<file path="src/rtl/exu_div_ctrl.sv">
// rtl/exu_div_ctrl.sv - RV64M divide-group controller with radix-2 restoring datapath
module exu_div_ctrl #(
  parameter int XLEN = 64
) (
  input  logic            clock,
  input  logic            reset,
  input  logic            i_valid,
  input  logic [4:0]      i_div_info,
  input  logic [XLEN-1:0] i_op1,
  input  logic [XLEN-1:0] i_op2,
  input  logic [4:0]      i_rd_addr,
  input  logic            i_flush,
  output logic            o_ready,
  output logic            o_stall,
  output logic            o_valid,
  output logic [XLEN-1:0] o_rd_data,
  output logic [4:0]      o_rd_addr
);

  typedef enum logic [1:0] {IDLE, CALC, SIGN, DONE} state_t;

  state_t            state;
  logic              is_rem_q;
  logic              word_q;
  logic [4:0]        rd_addr_q;
  logic [XLEN-1:0]   quo;
  logic [XLEN-1:0]   dvs;
  logic [XLEN-1:0]   rem;
  logic [6:0]        cnt;
  logic              q_neg;
  logic              r_neg;

  // Word results are always sign-extended from bit 31, signed or not
  function automatic logic [XLEN-1:0] fmt(input logic word, input logic [XLEN-1:0] x);
    fmt = word ? {{32{x[31]}}, x[31:0]} : x;
  endfunction

  logic            in_signed;
  logic            in_rem;
  logic            in_word;
  logic [XLEN-1:0] a_ext;
  logic [XLEN-1:0] b_ext;
  logic            a_neg;
  logic            b_neg;
  logic [XLEN-1:0] a_abs;
  logic [XLEN-1:0] b_abs;
  logic            div_zero;
  logic            ovf;
  logic [XLEN-1:0] special_res;

  // Operand conditioning and special-case detection at accept
  always_comb begin
    in_signed = i_div_info[4] | i_div_info[2];
    in_rem    = i_div_info[2] | i_div_info[1];
    in_word   = i_div_info[0];
    if (in_word) begin
      a_ext = in_signed ? {{32{i_op1[31]}}, i_op1[31:0]} : {32'b0, i_op1[31:0]};
      b_ext = in_signed ? {{32{i_op2[31]}}, i_op2[31:0]} : {32'b0, i_op2[31:0]};
    end else begin
      a_ext = i_op1;
      b_ext = i_op2;
    end
    a_neg    = in_signed & a_ext[XLEN-1];
    b_neg    = in_signed & b_ext[XLEN-1];
    a_abs    = a_neg ? -a_ext : a_ext;
    b_abs    = b_neg ? -b_ext : b_ext;
    div_zero = (b_ext == '0);
    ovf      = in_signed & (b_ext == '1) &
               (a_ext == (in_word ? 64'hFFFF_FFFF_8000_0000 : 64'h8000_0000_0000_0000));
    if (div_zero) special_res = in_rem ? a_ext : '1;
    else          special_res = in_rem ? '0 : a_ext;
    special_res = fmt(in_word, special_res);
  end

  logic [XLEN:0]   rem_sh;
  logic [XLEN:0]   diff;
  logic [XLEN-1:0] q_fin;
  logic [XLEN-1:0] r_fin;
  logic [XLEN-1:0] res_fin;

  // One restoring step: 65-bit trial subtract of the shifted partial remainder
  always_comb begin
    rem_sh  = {rem, quo[XLEN-1]};
    diff    = rem_sh - {1'b0, dvs};
    q_fin   = q_neg ? -quo : quo;
    r_fin   = r_neg ? -rem : rem;
    res_fin = fmt(word_q, is_rem_q ? r_fin : q_fin);
  end

  // Handshake outputs decoded from state; stall is combinational on i_valid in IDLE
  always_comb begin
    o_ready = (state == IDLE);
    o_stall = ((state == IDLE) & i_valid) | (state == CALC) | (state == SIGN);
  end

  // Control FSM plus datapath registers; flush overrides every transition
  always_ff @(posedge clock) begin
    if (reset) begin
      state     <= IDLE;
      o_valid   <= 1'b0;
      o_rd_data <= '0;
      o_rd_addr <= '0;
      cnt       <= '0;
      is_rem_q  <= 1'b0;
      word_q    <= 1'b0;
      rd_addr_q <= '0;
      quo       <= '0;
      dvs       <= '0;
      rem       <= '0;
      q_neg     <= 1'b0;
      r_neg     <= 1'b0;
    end else begin
      o_valid <= 1'b0;
      if (i_flush) begin
        state <= IDLE;
      end else begin
        case (state)
          IDLE: begin
            if (i_valid) begin
              is_rem_q  <= in_rem;
              word_q    <= in_word;
              rd_addr_q <= i_rd_addr;
              if (div_zero | ovf) begin
                o_rd_data <= special_res;
                o_rd_addr <= i_rd_addr;
                o_valid   <= 1'b1;
                state     <= DONE;
              end else begin
                // Word dividends sit in the top half so 32 shifts consume them
                quo   <= in_word ? {a_abs[31:0], 32'b0} : a_abs;
                dvs   <= b_abs;
                rem   <= '0;
                cnt   <= in_word ? 7'd32 : 7'd64;
                q_neg <= a_neg ^ b_neg;
                r_neg <= a_neg;
                state <= CALC;
              end
            end
          end
          CALC: begin
            rem <= diff[XLEN] ? rem_sh[XLEN-1:0] : diff[XLEN-1:0];
            quo <= {quo[XLEN-2:0], ~diff[XLEN]};
            cnt <= cnt - 7'd1;
            if (cnt == 7'd1) state <= SIGN;
          end
          SIGN: begin
            o_rd_data <= res_fin;
            o_rd_addr <= rd_addr_q;
            o_valid   <= 1'b1;
            state     <= DONE;
          end
          DONE: state <= IDLE;
          default: state <= IDLE;
        endcase
      end
    end
  end

endmodule

</file>
<file path="config.mk">
export PLATFORM = sky130hd
export DESIGN_NAME = exu_div_ctrl
export DESIGN_NICKNAME = d
export VERILOG_FILES = /design/src/rtl/exu_div_ctrl.sv
export SDC_FILE = /design/constraint.sdc
export NUM_CORES = 1
export LEC_CHECK = 0
export CAP_MARGIN = 40
export CORE_MARGIN = 2
export CORE_UTILIZATION = 46
export CTS_BUF_LIST = sky130_fd_sc_hd__clkbuf_4
export DETAILED_ROUTE_END_ITERATION = 16
export PLACE_DENSITY = 0.69
export SYNTH_ARGS = -nofsm -noshare
export SYNTH_HDL_FRONTEND = slang
export SYNTH_SLANG_ARGS = --single-unit
</file>
<file path="constraint.sdc">
create_clock -name clock -period 4.3 [get_ports clock]
set_input_delay 1.29 -clock clock [delete_from_list [all_inputs] [get_ports clock]]
set_output_delay 1.29 -clock clock [all_outputs]
set_load 0.05 [all_outputs]
</file>
== Yosys cells after proc, flatten, opt, wreduce, memory -nomap -nowiden ==
Cells that the tools add are included.
Word-level totals
  register bits after elaboration: 280
  bits of input ports: 142
  output and inout port bits: 72
Operators by class
  add/sub/neg operators: 6
  equality and inequality tests: 10
  multiplexer cells: 40
  bitwise logic cells: 14
  reduce and logical (&&, ||, !) cells: 10
Operators by type and width (number)
  $mux W64: 22
  $pmux W64 S2: 3
  $neg A64 Y64: 4
  $sub A65 B64 Y65: 1
  $eq A64 B64 Y1: 1
  $eq A64 B64 Y1 const B: 1
  $logic_not A64 Y1: 1
  $mux W63: 1
  $mux W7: 3
  $pmux W7 S2: 1
  $reduce_and A4 Y1: 3
  $mux W5: 2
  $pmux W5 S2: 1
  $pmux W2 S4: 1
  $eq A7 B1 Y1 const B: 1
  $sub A7 B1 Y7 const B: 1
  $mux W2: 3
  $and A1 B1 Y1: 5
  $or A1 B1 Y1: 5
  $eq A2 B2 Y1 const B: 2
  $ne A2 B1 Y1 const B: 2
  $ne A2 B2 Y1 const B: 2
  $reduce_bool A2 Y1: 2
  $not A1 Y1: 3
  8 further kinds: 9

== Depth between registers and ports, before layout ==
  depth after elaboration: 10
  depth in mapped cells: 16
  gate-level depth less buffers: 14

== Worst setup path before layout ==
No wires, ideal clock.
  path type: input to register
  start: in i_op1[10]
  end: reg quo[50]
  arrival time: 4.210 ns
  required time: 4.186 ns
  setup slack: -0.025 ns
  stages on the path: 11
  path buffers: 1
  cell sequence: or4_4 > or4_1 > buf_2 > or4_4 > nor2b_1 > o21ai_1 > o41ai_1 > xor2_1 > nor2_1 > a21oi_1 > a2111oi_0
On the way
  cells in the longest elaborated chain, start to end: 8
  elaborated cells on any way between the ends: 13
  those cells by class: add/sub: 1; eq/ne: 2; mux: 7; bitwise: 2; reduce/logical: 1
RTL lines
  start: declaration: line 9  | input logic [XLEN-1:0] i_op1,
  $mux W64: line 57  | a_ext = in_signed ? {{32{i_op1[31]}}, i_op1[31:0]} : {32'b0, i_op1[31:0]};
  $mux W64 *: line 56  | if (in_word) begin
  $neg A64 Y64: line 65  | a_abs = a_neg ? -a_ext : a_ext;
  $mux W64: line 65
  $mux W64: line 130  | quo <= in_word ? {a_abs[31:0], 32'b0} : a_abs;
  $mux W64: line 123  | if (div_zero | ovf) begin
  $mux W64: line 119  | if (i_valid) begin
  $pmux W64 S2: line 117  | case (state)
  end signal: assignment: line 130
  end signal: assignment: line 142  | quo <= {quo[XLEN-2:0], ~diff[XLEN]};
  end: declaration: line 26  | logic [XLEN-1:0] quo;
Mark *: on every way between the ends. The rest lies on a longest branch, timed or not. The select of a mux whose other input is x is not followed.
A chain may end at the register's enable or synchronous reset.

== Worst setup path after layout ==
  start: reg quo[12]
  end: reg o_rd_data[46]
On the way
  cells in the longest elaborated chain, start to end: 5
RTL lines
  $neg A64 Y64: line 85  | q_fin = q_neg ? -quo : quo;
  $mux W64: line 85
  $mux W64: line 87  | res_fin = fmt(word_q, is_rem_q ? r_fin : q_fin);
  $mux W64: line 35  | fmt = word ? {{32{x[31]}}, x[31:0]} : x;
  $pmux W64 S2: line 117
  end signal: assignment: line 124  | o_rd_data <= special_res;
  end signal: assignment: line 147  | o_rd_data <= res_fin;
  end: declaration: line 16  | output logic [XLEN-1:0] o_rd_data,
Every way passes these cells.

==> results.md <==
- Status: finished clean
- Post-synthesis cell type count: 90
- WP data arrival: 4920 ps
- WL/cell: 21.4 um
- Commonest non-fill, non-tap cell in the layout: buf_4
- IO Count: ~210
- Rows: between 80 and 90
- Max_cap viols: 0
- Hold Path Class: reg -> reg
- Reg2Reg Setup Slack: a little under 100 ps
- R2r endpoint: o_rd_data[46]
- Hold Crit Endpoint: dvs[40]
- Hold Vio Cnt, Final: 0
- PwrDens: approximately 260 nW/um^2
- Final period utilization: ~100%
- Relative slew slack: 42.3%
- Core footprint: between 40000 and 50000 um^2
- Post-synth EDFFs: 0
- CTS root buffer: clkbuf_4
- FF-to-FF Start: quo[12]
- Worst-path clk slew: 60 ps
- Fin crit period: roughly 4200 ps
- Vias in the first global route: ~25000
- Worst EP required: 5020 ps
- Cell area after layout: 29600 um^2
- Clk_lat worst skew: 860 ps
- Max Slew Vio Count: 0
- P_leak: around 12 nW
- Mean Syn Cell Area: approximately 7.0 um^2
- First-pass GRT wire length: around 150000 um
- RSZ-0062 raised after global routing: no
- Final HPWL DP: ~75000 um
- Yosys warnings: 0
- CTS tree: yes
- Fmax: 238 MHz
- Total CTS buffers: 82
- Clock skew: between 50 and 60 ps
- Largest cells by area after synthesis: dfxtp_1 (24%), a21oi_1 (7.2%), o21ai_0 (6.7%), nor2_1 (6.1%), xnor2_1 (5.8%)
- Largest net degree at the start of global routing: approximately 110
- # resized after CTS: 0
- CTS H-tree lvls: 3
- Synthesized flop and latch total: 280
- Post-synthesis cell count: around 3300
- Synth top area share: about a quarter
- GP Congestion: 0.979
- DRT iter0 DRCs: 2610
- Post-Syn Nets: around 3500
- Most frequent cells in the layout: buf_4 (387), nor2_1 (374), nand2_1 (355)
- Post-route ant nets: 0
- Prevailing post-synth register cell: dfxtp_1
- DRC: 0
- Critical path class: reg -> reg
- Cell area after synthesis: between 20000 and 25000 um^2
- Hold Buf Count CTS: 0
- Total Routing Usage GR: approximately 36%
- Die X: about 230 um
- Initial antenna violation count: 2
- Clk buf depth: 3
- Crit. End Element: flip-flop
- Avg Vias per Cell: ~6
- Die Footprint: 52200 um^2
- Leading area contributor after synthesis: dfxtp_1
- Min-delay src: dvs[40]
- Utilization after layout: about three fifths
- Remaining global-route overflow: 0
- # nets final: around 4000
- FF-to-FF path depth: 11
- Clock Sinks: 280
- Port Buffers: roughly 210
- Placed cell area: approximately 29000 um^2
- Synthesis-to-finish area growth: 27.6%
- Fraction of registers with async set/reset: 0%
- Hold Path Cell Cnt: 2
- Sequential cell area fraction in the yosys report: ~24%
- Buffer count from post-CTS setup fixing: 0
- Die height: around 230 um
- Layout cells sized above 1: 15.7%
- Vias: about 27000
- Top fanout value on the critical path: 6
- Initial Utilization: between 40% and 50%
- Startpoint types: flip-flop
- # setup viols final: 0
- VDD IR max: 163 uV
- Drt pass-1 iters: 6
- Worst-margin pin slew: slightly below 900 ps
- Final WL: between 90000 and 100000 um
-- cells by family (layout without fill, tap and decap cells) --
kind of cell,Yosys count,in the layout,share of synthesized area [%]
AO/OA/AOI/OAI,1099,1099,29.1
multiplexers,60,60,2.61
flip-flops,280,280,24.2
other,0,1,0
adder cells (fa/ha/maj),78,78,4.21
buffers and inverters,354,872,6.07
XOR/XNOR,296,296,11.2
AND/OR/NAND/NOR,1134,1134,22.7
-- where the power goes --
group	total (mW)	leakage, nW	internal [mW]	switching, mW
clock	2.56	0.588	1.28	1.28
combinational	2.44	8.77	0.972	1.46
sequential	2.84	2.28	2.70	0.134
-- registers in the layout, indices dropped and copies added (netlist names) --
register / count
dvs: 64
o_rd_data: 64
quo: 64
rem: 64
cnt: 7
o_rd_addr: 5
rd_addr_q: 5
state: 2
is_rem_q: 1
o_valid: 1
q_neg: 1
r_neg: 1
word_q: 1
-- critical path: stages (launching register included) --
cell     delay, ps
dfxtp_1        380
or4_1          590
nor3_1         480
nand4_1        260
or2_1          330
or3_1          370
or4_1          560
o31ai_1        280
xor2_1         320
o22ai_1        130
o22ai_1        250
o21ai_0        120
-- Yosys cell counts, types with 26 or more instances --
master / count
dfxtp_1: 280
nor4_1: 28
xnor2_1: 153
mux2i_1: 57
o211ai_1: 48
inv_1: 113
xor2_1: 143
nand2_1: 355
a21oi_1: 335
nor3_1: 120
nand4_1: 41
buf_2: 30
or3_1: 37
a21o_1: 40
o31ai_1: 56
a31oi_1: 26
nor2_1: 377
clkbuf_1: 190
ha_1: 74
or4_1: 34
nand3_1: 31
a211oi_1: 105
o21ai_0: 309
-- worst max path at each step --
| stage | startpoint | end | slack (ps) | cells past startpoint |
|---|---|---|---|---|
| 2_1_floorplan | i_op1[10] | quo[61] | 20 | 11 |
| 3_3_place_gp | i_op1[10] | o_rd_data[50] | -700 | 12 |
| 3_5_place_dp | i_op1[10] | o_rd_data[3] | -770 | 14 |
| 4_1_cts | quo[63] | rem[22] | 60 | 16 |
| 5_1_grt | i_op1[10] | o_rd_data[14] | 6 | 14 |
| 6_report | quo[12] | o_rd_data[46] | 100 | 11 |
-- layer usage --
layer  routed length, um  global-route usage (%)  vias up  part of all wire, %
met4                4210                    15.6        2                  4.4
met2               43700                    57.8     1238                   45
met3                7330                    4.88      231                  7.6
met5                  10                       0        -                0.010
met1               40900                    47.0    12865                   43
li1                    -                       -    12839                    -
-- area by class of cell --
class                   instances  area, um^2
fillers                      4824       20400
multi-input cells            2667       16300
flip-flops and latches        280        5610
repair buffers                617        5400
clock buffers                 114         856
well taps                     672         841
inverters                     113         424
clock inverters                28         150
diodes                          1        2.50
-- stage by stage --
stage,cells,setup TNS (ps),power [mW],hold WS (ps),setup slack (ps)
detailed placement,4349,-143800,5.25,450,-769
finish,4492,0,7.84,456,98.2
global route,4492,0,8.21,471,6.44
floorplan,3301,0,4.22,432,18.4
CTS,4491,0,7.82,457,62.7
global placement,4349,-135040,5.22,442,-698
Power figures use the tool's default switching activity.
